--- src/rtl/vend_request_panel.sv ---
// vend_request_panel
//   Customer-side initiator for the vending purchase interface. Collects coins, a
//   product code and a quantity. Issues one purchase request to the vend engine and
//   consumes its result. Then returns change, or a full refund, to the coin return.
//
//   Optional feature: define PANEL_TIMEOUT_EN to abort a WAIT that sees no response
//   within TIMEOUT_CYCLES cycles. The abort gives a full refund and sets error_light.
//
// Ports
//   clk, rst             clock (rising edge), asynchronous active-high reset
//   coin_valid/value     coin insert strobe and coin value
//   select_valid/code    product-select strobe and product code
//   qty_valid/qty        quantity-entry strobe and quantity (a quantity of 0 is ignored)
//   cancel               customer abort strobe
//   req_valid/req_ready  purchase request handshake toward the vend engine
//   customer_money       credit offered with the request
//   customer_request     latched product code
//   quantity_request     latched quantity
//   resp_*               vend engine result: strobe, refusal flag, remaining money
//   change_valid/amount  one-cycle change pulse and the amount returned
//   coin_reject          one-cycle pulse: the last coin was not taken
//   error_light          the last purchase was refused or aborted
//   busy                 a transaction is in flight (REQUEST, WAIT or REFUND)
module vend_request_panel #(
    parameter int unsigned MAX_CREDIT     = 15,
    parameter int unsigned TIMEOUT_CYCLES = 255
) (
    input  logic       clk,
    input  logic       rst,
    input  logic       coin_valid,
    input  logic [3:0] coin_value,
    input  logic       select_valid,
    input  logic [2:0] select_code,
    input  logic       qty_valid,
    input  logic [3:0] qty,
    input  logic       cancel,
    output logic       req_valid,
    input  logic       req_ready,
    output logic [3:0] customer_money,
    output logic [2:0] customer_request,
    output logic [3:0] quantity_request,
    input  logic       resp_valid,
    input  logic       resp_red_light,
    input  logic [3:0] resp_customer_money,
    output logic       change_valid,
    output logic [3:0] change_amount,
    output logic       coin_reject,
    output logic       error_light,
    output logic       busy
);

    typedef enum logic [2:0] {StIdle, StCollect, StRequest, StWait, StRefund} state_e;

    state_e     state_q, state_d;
    logic [3:0] credit_q, credit_d;
    logic [2:0] sel_q, sel_d;
    logic       sel_vld_q, sel_vld_d;
    logic [3:0] qty_q, qty_d;
    logic       qty_vld_q, qty_vld_d;
    logic [3:0] change_q, change_d;
    logic       error_q, error_d;
    logic       coin_reject_q, coin_reject_d;

    logic [4:0] coin_sum;
    logic       coin_fits;
    logic [3:0] resp_clamped;
    logic       timeout_hit;

    // Extra bit so that an overflowing sum is seen and not wrapped.
    assign coin_sum     = {1'b0, credit_q} + {1'b0, coin_value};
    assign coin_fits    = (coin_sum <= 5'(MAX_CREDIT));
    // The engine can never hand back more than was offered.
    assign resp_clamped = (resp_customer_money > credit_q) ? credit_q : resp_customer_money;

`ifdef PANEL_TIMEOUT_EN
    localparam int unsigned CntW = $clog2(TIMEOUT_CYCLES + 1);

    logic [CntW-1:0] wait_cnt_q, wait_cnt_d;

    always_comb begin
        wait_cnt_d = '0;
        if (state_q == StWait) begin
            wait_cnt_d = wait_cnt_q + 1'b1;
        end
    end

    always_ff @(posedge clk or posedge rst) begin
        if (rst) begin
            wait_cnt_q <= '0;
        end else begin
            wait_cnt_q <= wait_cnt_d;
        end
    end

    // The counter starts at 0 on the first WAIT cycle, so WAIT lasts exactly TIMEOUT_CYCLES.
    assign timeout_hit = (wait_cnt_q == CntW'(TIMEOUT_CYCLES - 1));
`else
    assign timeout_hit = 1'b0;
`endif

    always_comb begin
        state_d       = state_q;
        credit_d      = credit_q;
        sel_d         = sel_q;
        sel_vld_d     = sel_vld_q;
        qty_d         = qty_q;
        qty_vld_d     = qty_vld_q;
        change_d      = change_q;
        error_d       = error_q;
        coin_reject_d = 1'b0;

        unique case (state_q)
            StIdle, StCollect: begin
                if (cancel) begin
                    // Cancel beats a coin in the same cycle; that coin goes back out.
                    coin_reject_d = coin_valid;
                    if (credit_q != 4'd0) begin
                        change_d = credit_q;
                        state_d  = StRefund;
                    end else begin
                        sel_vld_d = 1'b0;
                        qty_vld_d = 1'b0;
                        state_d   = StIdle;
                    end
                end else begin
                    if (coin_valid) begin
                        if (coin_fits) begin
                            credit_d = coin_sum[3:0];
                            error_d  = 1'b0;
                            state_d  = StCollect;
                        end else begin
                            coin_reject_d = 1'b1;
                        end
                    end
                    if (select_valid) begin
                        sel_d     = select_code;
                        sel_vld_d = 1'b1;
                    end
                    if (qty_valid && (qty != 4'd0)) begin
                        qty_d     = qty;
                        qty_vld_d = 1'b1;
                    end
                    // Decide on next-state values so req_valid rises right after the
                    // completing strobe.
                    if ((credit_d != 4'd0) && sel_vld_d && qty_vld_d) begin
                        state_d = StRequest;
                    end
                end
            end
            StRequest: begin
                coin_reject_d = coin_valid;
                if (req_ready) begin
                    state_d = StWait;
                end
            end
            StWait: begin
                coin_reject_d = coin_valid;
                if (resp_valid) begin
                    if (resp_red_light) begin
                        change_d = credit_q;
                        error_d  = 1'b1;
                    end else begin
                        change_d = resp_clamped;
                    end
                    state_d = StRefund;
                end else if (timeout_hit) begin
                    change_d = credit_q;
                    error_d  = 1'b1;
                    state_d  = StRefund;
                end
            end
            StRefund: begin
                coin_reject_d = coin_valid;
                credit_d      = 4'd0;
                sel_d         = 3'd0;
                sel_vld_d     = 1'b0;
                qty_d         = 4'd0;
                qty_vld_d     = 1'b0;
                state_d       = StIdle;
            end
            default: begin
                state_d = StIdle;
            end
        endcase
    end

    always_ff @(posedge clk or posedge rst) begin
        if (rst) begin
            state_q       <= StIdle;
            credit_q      <= 4'd0;
            sel_q         <= 3'd0;
            sel_vld_q     <= 1'b0;
            qty_q         <= 4'd0;
            qty_vld_q     <= 1'b0;
            change_q      <= 4'd0;
            error_q       <= 1'b0;
            coin_reject_q <= 1'b0;
        end else begin
            state_q       <= state_d;
            credit_q      <= credit_d;
            sel_q         <= sel_d;
            sel_vld_q     <= sel_vld_d;
            qty_q         <= qty_d;
            qty_vld_q     <= qty_vld_d;
            change_q      <= change_d;
            error_q       <= error_d;
            coin_reject_q <= coin_reject_d;
        end
    end

    assign req_valid        = (state_q == StRequest);
    assign customer_money   = credit_q;
    assign customer_request = sel_q;
    assign quantity_request = qty_q;
    assign change_valid     = (state_q == StRefund);
    assign change_amount    = (state_q == StRefund) ? change_q : 4'd0;
    assign coin_reject      = coin_reject_q;
    assign error_light      = error_q;
    assign busy             = (state_q == StRequest) || (state_q == StWait) ||
                              (state_q == StRefund);

endmodule

--- config.mk ---
export PLATFORM = sky130hd
export DESIGN_NAME = vend_request_panel
export DESIGN_NICKNAME = d
export VERILOG_FILES = /design/src/rtl/vend_request_panel.sv
export SDC_FILE = /design/constraint.sdc
export NUM_CORES = 1
export LEC_CHECK = 0
export ABC_AREA = 1
export BUFFER_PORTS_ARGS = -buffer_cell sky130_fd_sc_hd__buf_4
export CAP_MARGIN = 20
export CORE_MARGIN = 3
export CORE_UTILIZATION = 50
export CTS_CLUSTER_SIZE = 40
export DETAILED_ROUTE_END_ITERATION = 10
export GPL_TIMING_DRIVEN = 0
export HOLD_SLACK_MARGIN = 0.05
export PLACE_DENSITY_LB_ADDON = 0.3
export SETUP_SLACK_MARGIN = 0.5
export SKIP_CTS_REPAIR_TIMING = 1
export SYNTH_ARGS = -nofsm -noshare
export SYNTH_HDL_FRONTEND = slang
export SYNTH_SLANG_ARGS = --single-unit
export TNS_END_PERCENT = 20
--- constraint.sdc ---
create_clock -name clk -period 6.3 [get_ports clk]
set_clock_uncertainty 0.15 [all_clocks]
set_input_delay 0.63 -clock clk [delete_from_list [all_inputs] [get_ports clk]]
set_output_delay 0.63 -clock clk [all_outputs]
set_load 0.05 [all_outputs]
==> results of run 1 <==
## per-layer routing
metal | vias to the layer above | part of all wire | global-route usage
met5 | - | 0 | 0
met4 | 0 | 0.027 | 0.0960
met3 | 9 | 0.067 | 0.0383
met2 | 43 | 0.47 | 0.319
met1 | 628 | 0.43 | 0.245
li1 | 704 | - | -
## cell type report
class | count | area [µm²]
fillers | 256 | 907
multi-input cells | 127 | 807
flip-flops and latches | 22 | 551
repair buffers | 43 | 323
inverters | 35 | 139
well taps | 31 | 38.8
clock buffers | 4 | 36.3
plain buffers | 1 | 3.75
## final timing paths
| check | startpoint | endpoint | cells after the start |
|---|---|---|---|
| max | state_q[2]$_DFFE_PP0P_ | change_amount[1] | 6 |
| max reg2reg | customer_money[0]$_DFFE_PP0P_ | state_q[1]$_DFFE_PP0P_ | 12 |
| min in group clk | error_light$_DFFE_PP0P_ | error_light$_DFFE_PP0P_ | 2 |
| min reg2reg | error_light$_DFFE_PP0P_ | error_light$_DFFE_PP0P_ | 2 |
| max in group asynchronous | rst | quantity_request[3]$_DFFE_PP0P_ | 2 |
| min | rst | quantity_request[1]$_DFFE_PP0P_ | 2 |
## power by group through the flow
stage                     clock network, W  registers, W  logic, W
after floorplan                          0      0.000373  0.000385
after global placement                   0      0.000252  0.000656
after detailed placement                 0      0.000256  0.000669
after CTS                        0.0000813      0.000252  0.000671
after global routing             0.0000890      0.000261  0.000737
final                            0.0000810      0.000251  0.000669
## through the flow
stage                     utilization  worst slack [ns]  total power (W)  instances
after CTS                       0.677              3.71          0.00100        263
after detailed placement        0.664              3.69         0.000925        259
after global placement          0.664              3.73         0.000909        259
final                           0.677              3.72          0.00100        263
after global routing            0.677              3.56          0.00109        263
after floorplan                     -              3.23         0.000758        185
## logic make-up after synthesis
kind of cell	count (synthesis)	share of synthesized area
AO/OA/AOI/OAI	34	0.148
AND/OR/NAND/NOR	83	0.304
flip-flops	22	0.367
buffers and inverters	36	0.0951
XOR/XNOR	1	0.00584
adder cells (fa/ha/maj)	9	0.0801
## sequential cells by signal, indices dropped and copies added, names as in the netlist
name	flops
error_light	1
customer_request	3
change_q	4
qty_vld_q	1
sel_vld_q	1
customer_money	4
coin_reject	1
state_q	3
quantity_request	4
## cells in the mapped netlist (3+ instances only)
| library cell | instances | share of area |
|---|---|---|
| o21ai_1 | 6 | 0.020 |
| inv_1 | 27 | 0.068 |
| a21oi_1 | 3 | 0.010 |
| dfrtp_1 | 22 | 0.37 |
| nor2_2 | 3 | 0.013 |
| o21ai_0 | 12 | 0.040 |
| nand2_1 | 30 | 0.075 |
| o22ai_1 | 4 | 0.017 |
| nor2_1 | 13 | 0.033 |
| ha_1 | 8 | 0.067 |
| nand3_1 | 13 | 0.043 |
| inv_2 | 6 | 0.015 |
| nor3_1 | 9 | 0.030 |
## worst max-delay path, delay by kind of cell (launching register included)
family / cells / cell delay, ns
buffers and inverters: 4 / 0.67
DFF: 1 / 0.49
and+or+nand+nor: 2 / 0.32
==> reports/results.ini, run 1 <==
[run_status]
status = complete, no violations

[worst_setup_path]
slowest_delay_ns = 0.49
path_cells = inv_1 > nor3_2 > inv_2 > clkbuf_1 > nor2_1 > buf_4
end_kind = primary output
critPathLaunchType = flip-flop
crit_type = flip-flop to primary output
worstPathRequired_ns = 5.52
cp_slowest_cell = dfrtp_1
reg2reg_slack_ns = 3.96
cp_max_fo = 10
arrival_ns = 1.80

[die]
die_y_um = 60.8
die_w_um = 60.8
die_area_um2 = 3690
rows = 19
io_pins = 44
core-area_um2 = 2810
start_util = 0.535

[clocking]
numCtsBuffers = 3
max-clock-path-buffers = 2
cts_tree = built
cts.sinks = 22
htreeDepth = 1
clk_latency_ns = 0.33
ctsRootBufferMaster = clkbuf_4
clk_pin_slew_worst_paths_ns = 0.13

[synthesis]
synth.yosys.warnings = 0
ys_ff_latch = 22
syn_inst = 185
ys.flop_type = dfrtp_1
post_synth.cell_area_avg_um2 = 8.11
synth_nets = 218
synth_area_um2 = 1500
async_reset_ff_frac = 1.00
synth_edf_count = 0
synth_seq_area_share = 0.367
synth.distinct_cells = 36

[timing]
final_max_slew_viol_count = 0
period_share = 0.409
max_freq_mhz = 388
hold_viol = 0
worst_slew_pin_slew_ns = 0.837
max_slew_margin = 0.441
finalHoldWorstSlack_ns = 0.306
min_period_ns = 2.58
finalSetupViolCount = 0
rsz0062_at_grt = false
setup-tns-final_ns = 0

[power]
power_frac_seq = 0.251
p_per_area_nw_per_um2 = 527
netSwitchingFraction = 0.550
peakVddDrop_uv = 267
combPwrFrac = 0.668
leakage_nw = 0.960
switchingPower_w = 0.000550
p_int_w = 0.000451
clock_power_share = 0.081

[drt]
drt_wl_total_um = 3280
postRouteAntennaNets = 0
drt-wirelength-per-cell_um = 12.5
vias = 1384
drcViolationCount = 0
first_pass_iters = 4
drt-vias-per-instance = 5.26
drtIter0Drc = 68

[cells_and_area]
nNetsFinal = 266
layout_common_cells = 43 x buf_4, 30 x nand2_1, 27 x inv_1
final_common_cell = buf_4
drive_above_1_share = 0.328
antenna_cells = 0
syn2layout_area_growth_pct = 26.5
fin_area_um2 = 1900

[grt]
grtUsageTotal = 0.195
antenna_found_initial = 0
grt_start_max_net_pins = 23
grt_pass1_wl_um = 5330
grt_overflow_total = 0
grt_pass1_vias = 1229

[placement]
gp_congestion = 0.776
dp_hpwl_um = 2680
port_buffers = 43
placed_area_um2 = 1860

[min_path]
hold_class = primary input to async pin

[job]
cap_violations = 0

(Power assumes the default switching activity.)
==> run 2, diff against run 1 <==
==> constraint.sdc (replaced) <==
create_clock -name clk -period 2.4 [get_ports clk]
set_clock_uncertainty 0.15 [all_clocks]
set_input_delay 0.24 -clock clk [delete_from_list [all_inputs] [get_ports clk]]
set_output_delay 0.24 -clock clk [all_outputs]
set_load 0.05 [all_outputs]
==> reports/results.ini, run 2 (synthesis results as in run 1) <==
[run_status]
status = complete, no violations

[die]
core-area_um2 = 2810
die_y_um = 60.8
die_area_um2 = 3690
start_util = 0.535
die_w_um = 60.8
rows = 19
io_pins = 44

[worst_setup_path]
r2r-start = customer_money[0]$_DFFE_PP0P_
end_kind = flip-flop
reg2reg_slack_ns = 0.19
arrival_ns = 2.29
path_buf_inv = 0
path_cells = ha_4 > fa_2 > nand3_4 > nand3_4 > o21ai_1 > nor2_1 > nand2_1 > nand2_2 > nand3_4 > nand2_1 > nand2_1 > nand2_1
r2r_end = state_q[0]$_DFFE_PP0P_
slowest_delay_ns = 0.47
critical_path.most_common_cell = nand2_1
critPathLaunchType = flip-flop
crit_family = simple AND/OR/NAND/NOR gates
cp_slowest_cell = dfrtp_2
reg2reg_depth = 12
cp_max_fo = 7
crit_type = flip-flop to flip-flop
worstPathRequired_ns = 2.47

[cells_and_area]
syn2layout_area_growth_pct = 43.5
final_common_cell = buf_4
drive_above_1_share = 0.429
antenna_cells = 0
final_util = 0.767
n_fill_cell = 210
nNetsFinal = 280
layout_common_cells = 49 x buf_4, 30 x nand2_1, 22 x inv_1

[clocking]
ctsRootBufferMaster = clkbuf_4
cts.sinks = 22
max-clock-path-buffers = 2
cts_tree = built
numCtsBuffers = 3
clk_latency_ns = 0.32
clk_pin_slew_worst_paths_ns = 0.12
htreeDepth = 1

[grt]
grt_start_max_net_pins = 23
grtUsageTotal = 0.190
grt_overflow_total = 0
grt_pass1_wl_um = 5300
antenna_found_initial = 0
grt_pass1_vias = 1262

[drt]
drt_wl_total_um = 3470
drcViolationCount = 0
drtIter0Drc = 37
first_pass_iters = 4
postRouteAntennaNets = 0
vias = 1450
drt-vias-per-instance = 5.25
drt-wirelength-per-cell_um = 12.6

[timing]
hold_viol = 0
finalSetupViolCount = 0
period_share = 0.923
max_freq_mhz = 452
final_max_slew_viol_count = 0
min_period_ns = 2.21
max_slew_margin = 0.450
rsz0062_at_grt = true
worst_slew_pin_slew_ns = 0.824
setup-tns-final_ns = 0

[job]
cap_violations = 0

[power]
leakage_nw = 1.03
peakVddDrop_uv = 698
p_per_area_nw_per_um2 = 1320

[placement]
dp_hpwl_um = 2550
gp_congestion = 0.816
port_buffers = 43

[min_path]
hold_path_end = customer_request[0]$_DFFE_PP0P_
hold_depth = 3
min_from = select_code[0]
hold_class = primary input to flip-flop

## run 2: through the flow
step	setup WS [ns]	instances	total power [W]	instance area [µm²]	hold slack, ns
2_1_floorplan	0.250	185	0.00209	1580	0.0789
3_3_place_gp	0.239	259	0.00249	1940	0.303
3_5_place_dp	0.214	259	0.00252	1940	0.311
4_1_cts	0.196	262	0.00269	1970	-0.0374
5_1_grt	0.0510	276	0.00308	2150	0.0549
6_report	0.185	276	0.00285	2150	0.0213
## run 2: how the worst max path moves through the flow
stage	start	to	slack [ns]	depth (start not counted)
final	customer_money[0]$_DFFE_PP0P_	state_q[0]$_DFFE_PP0P_	0.19	12
after global routing	customer_money[0]$_DFFE_PP0P_	state_q[0]$_DFFE_PP0P_	0.05	14
after CTS	customer_money[0]$_DFFE_PP0P_	state_q[0]$_DFFE_PP0P_	0.20	14
after detailed placement	customer_money[0]$_DFFE_PP0P_	state_q[0]$_DFFE_PP0P_	0.21	14
after global placement	customer_money[0]$_DFFE_PP0P_	state_q[0]$_DFFE_PP0P_	0.24	14
after floorplan	customer_money[0]$_DFFE_PP0P_	state_q[0]$_DFFE_PP0P_	0.25	12
## run 2: power breakdown
part	total, W	switching, W	internal (W)
Sequential	0.000670	0.000133	0.000537
Clock	0.000173	0.000114	0.0000589
Combinational	0.00201	0.00130	0.000705
## run 2: area by class of cell
cell class / count / area [µm²] / share of cell area
Clock buffer: 3 / 22.5 / 0.0105
Inverter: 35 / 139 / 0.0645
Timing Repair Buffer: 57 / 449 / 0.209
Multi-Input combinational cell: 127 / 921 / 0.428
Sequential cell: 22 / 557 / 0.259
Buffer: 1 / 25.0 / 0.0116
Tap cell: 31 / 38.8 / 0.0180
## run 2: metal layers
layer  global-route usage  vias to the layer above  wire length (µm)
met5                    0                        -                 0
li1                     -                      736                 -
met2                0.339                       32              1790
met3               0.0149                        7               125
met4               0.0743                        0                76
met1                0.237                      675              1480
## run 2: worst register-to-register path, delay by kind of cell, from the launching register on
family / cells / cell delay (ns)
fa+ha+maj: 2 / 0.55
compound gates: 1 / 0.20
simple gates: 9 / 0.76
flops: 1 / 0.47
==> run 3, diff against run 2 <==
--- a/config.mk
+++ b/config.mk
@@ -8,6 +8,7 @@
 export ABC_AREA = 1
 export BUFFER_PORTS_ARGS = -buffer_cell sky130_fd_sc_hd__buf_4
 export CAP_MARGIN = 20
+export CORE_ASPECT_RATIO = 1.25
 export CORE_MARGIN = 3
 export CORE_UTILIZATION = 50
 export CTS_CLUSTER_SIZE = 40
==> reports/results.ini, run 3 (synthesis results as in run 1) <==
[die]
core-area_um2 = 2790
start_util = 0.539
die_w_um = 55.0
rows = 21
die_y_um = 67.2
io_pins = 44
die_area_um2 = 3700

[drt]
drt-wirelength-per-cell_um = 12.6
first_pass_iters = 4
postRouteAntennaNets = 0
drt-vias-per-instance = 5.17
vias = 1447
drcViolationCount = 0
drtIter0Drc = 13
drt_wl_total_um = 3530

[placement]
port_buffers = 43
dp_hpwl_um = 2580
gp_congestion = 0.805
placed_area_um2 = 1950

[power]
p_per_area_nw_per_um2 = 1330
clock_power_share = 0.073
peakVddDrop_uv = 857
switchingPower_w = 0.00156
combPwrFrac = 0.691
p_int_w = 0.00132
power_frac_seq = 0.236
leakage_nw = 1.04
netSwitchingFraction = 0.541

[timing]
max_slew_margin = 0.449
max_freq_mhz = 453
min_period_ns = 2.21
finalHoldWorstSlack_ns = 0.0171
setup-tns-final_ns = 0
rsz0062_at_grt = true
hold_viol = 0
worst_slew_pin_slew_ns = 0.825
period_share = 0.919
final_max_slew_viol_count = 0
finalSetupViolCount = 0

[worst_setup_path]
end_kind = flip-flop
critPathLaunchType = flip-flop
worstPathRequired_ns = 2.48
crit_type = flip-flop to flip-flop
r2r-start = customer_money[0]$_DFFE_PP0P_
cp_max_fo = 7
reg2reg_depth = 12
r2r_end = state_q[0]$_DFFE_PP0P_
arrival_ns = 2.29
reg2reg_slack_ns = 0.19

[grt]
top_usage_layer = met2
grtUsageTotal = 0.196
antenna_found_initial = 0
grt_util_met2 = 0.343
grt_overflow_total = 0
grt_pass1_vias = 1270
grt_start_max_net_pins = 23
grt_pass1_wl_um = 5310
grt_use_met1 = 0.235
use_met3 = 0.0309

[cells_and_area]
drive_above_1_share = 0.435
multi_input_area_um2 = 915
regArea_um2 = 556
n_fill_cell = 210
layout_common_cells = 49 x buf_4, 26 x inv_1, 22 x nand2_1
antenna_cells = 0
fin_area_um2 = 2160
nNetsFinal = 280
final_common_cell = buf_4
syn2layout_area_growth_pct = 44.0

[clocking]
ctsRootBufferMaster = clkbuf_4
clk_pin_slew_worst_paths_ns = 0.13
max-clock-path-buffers = 2
cts.sinks = 22
cts_tree = built
clk_latency_ns = 0.32
numCtsBuffers = 3
htreeDepth = 1

[run_status]
status = complete, no violations

[min_path]
min_from = qty[0]
hold_path_end = quantity_request[0]$_DFFE_PP0P_
hold_depth = 3
hold_class = primary input to flip-flop

[job]
cap_violations = 0

run 3: changes by cell type in the layout (fill, tap and decap cells not counted), moves of 4 or more:
cell,delta
inv_2,-4
inv_1,+4
nand2_2,+8
nand2_1,-8
run 3: worst max-delay path: stages, from the launching register on:
cell	delay, ns
dfrtp_2	0.46
ha_4	0.18
fa_2	0.42
nand3_4	0.09
nand3_4	0.14
nand2_1	0.12
nand2_2	0.06
nor2_2	0.13
nand2_2	0.07
nand2_2	0.09
nand3_4	0.08
nand3_1	0.09
nand2_1	0.05
run 3: worst max-delay path by stage:
stage / depth (start not counted) / slack [ns] / startpoint / endpoint
after global placement: 14 / 0.24 / customer_money[0]$_DFFE_PP0P_ / state_q[0]$_DFFE_PP0P_
after detailed placement: 14 / 0.22 / customer_money[0]$_DFFE_PP0P_ / state_q[0]$_DFFE_PP0P_
after CTS: 14 / 0.21 / customer_money[0]$_DFFE_PP0P_ / state_q[0]$_DFFE_PP0P_
after global routing: 12 / 0.06 / customer_money[0]$_DFFE_PP0P_ / state_q[0]$_DFFE_PP0P_
final: 12 / 0.19 / customer_money[0]$_DFFE_PP0P_ / state_q[0]$_DFFE_PP0P_
after floorplan: 12 / 0.25 / customer_money[0]$_DFFE_PP0P_ / state_q[0]$_DFFE_PP0P_
run 3: per-stage QoR:
stage | power, W | utilization | std cells | setup slack [ns]
2_1_floorplan | 0.00209 | - | 185 | 0.250
5_1_grt | 0.00311 | 0.776 | 280 | 0.0562
4_1_cts | 0.00273 | 0.712 | 266 | 0.214
3_5_place_dp | 0.00252 | 0.699 | 262 | 0.216
6_report | 0.00288 | 0.776 | 280 | 0.194
3_3_place_gp | 0.00249 | 0.699 | 262 | 0.241
run 3: final cells by class:
class                   count  share of cell area
multi-input cells         127               0.423
inverters                  35              0.0643
well taps                  34              0.0197
clock buffers               4              0.0168
plain buffers               1              0.0116
flip-flops and latches     22               0.257
repair buffers             57               0.207
run 3: metal layers:
metal	routed length, µm	up-vias	share of wire
li1	-	736	-
met1	1450	669	0.41
met2	1870	37	0.53
met5	0	-	0
met4	54	0	0.015
met3	151	5	0.043
run 3: power by group through the flow:
stage / registers (W) / logic, W / clock network, W
floorplan: 0.000998 / 0.00109 / 0
global route: 0.000704 / 0.00218 / 0.000229
CTS: 0.000682 / 0.00184 / 0.000212
global placement: 0.000685 / 0.00181 / 0
finish: 0.000680 / 0.00199 / 0.000211
detailed placement: 0.000689 / 0.00184 / 0
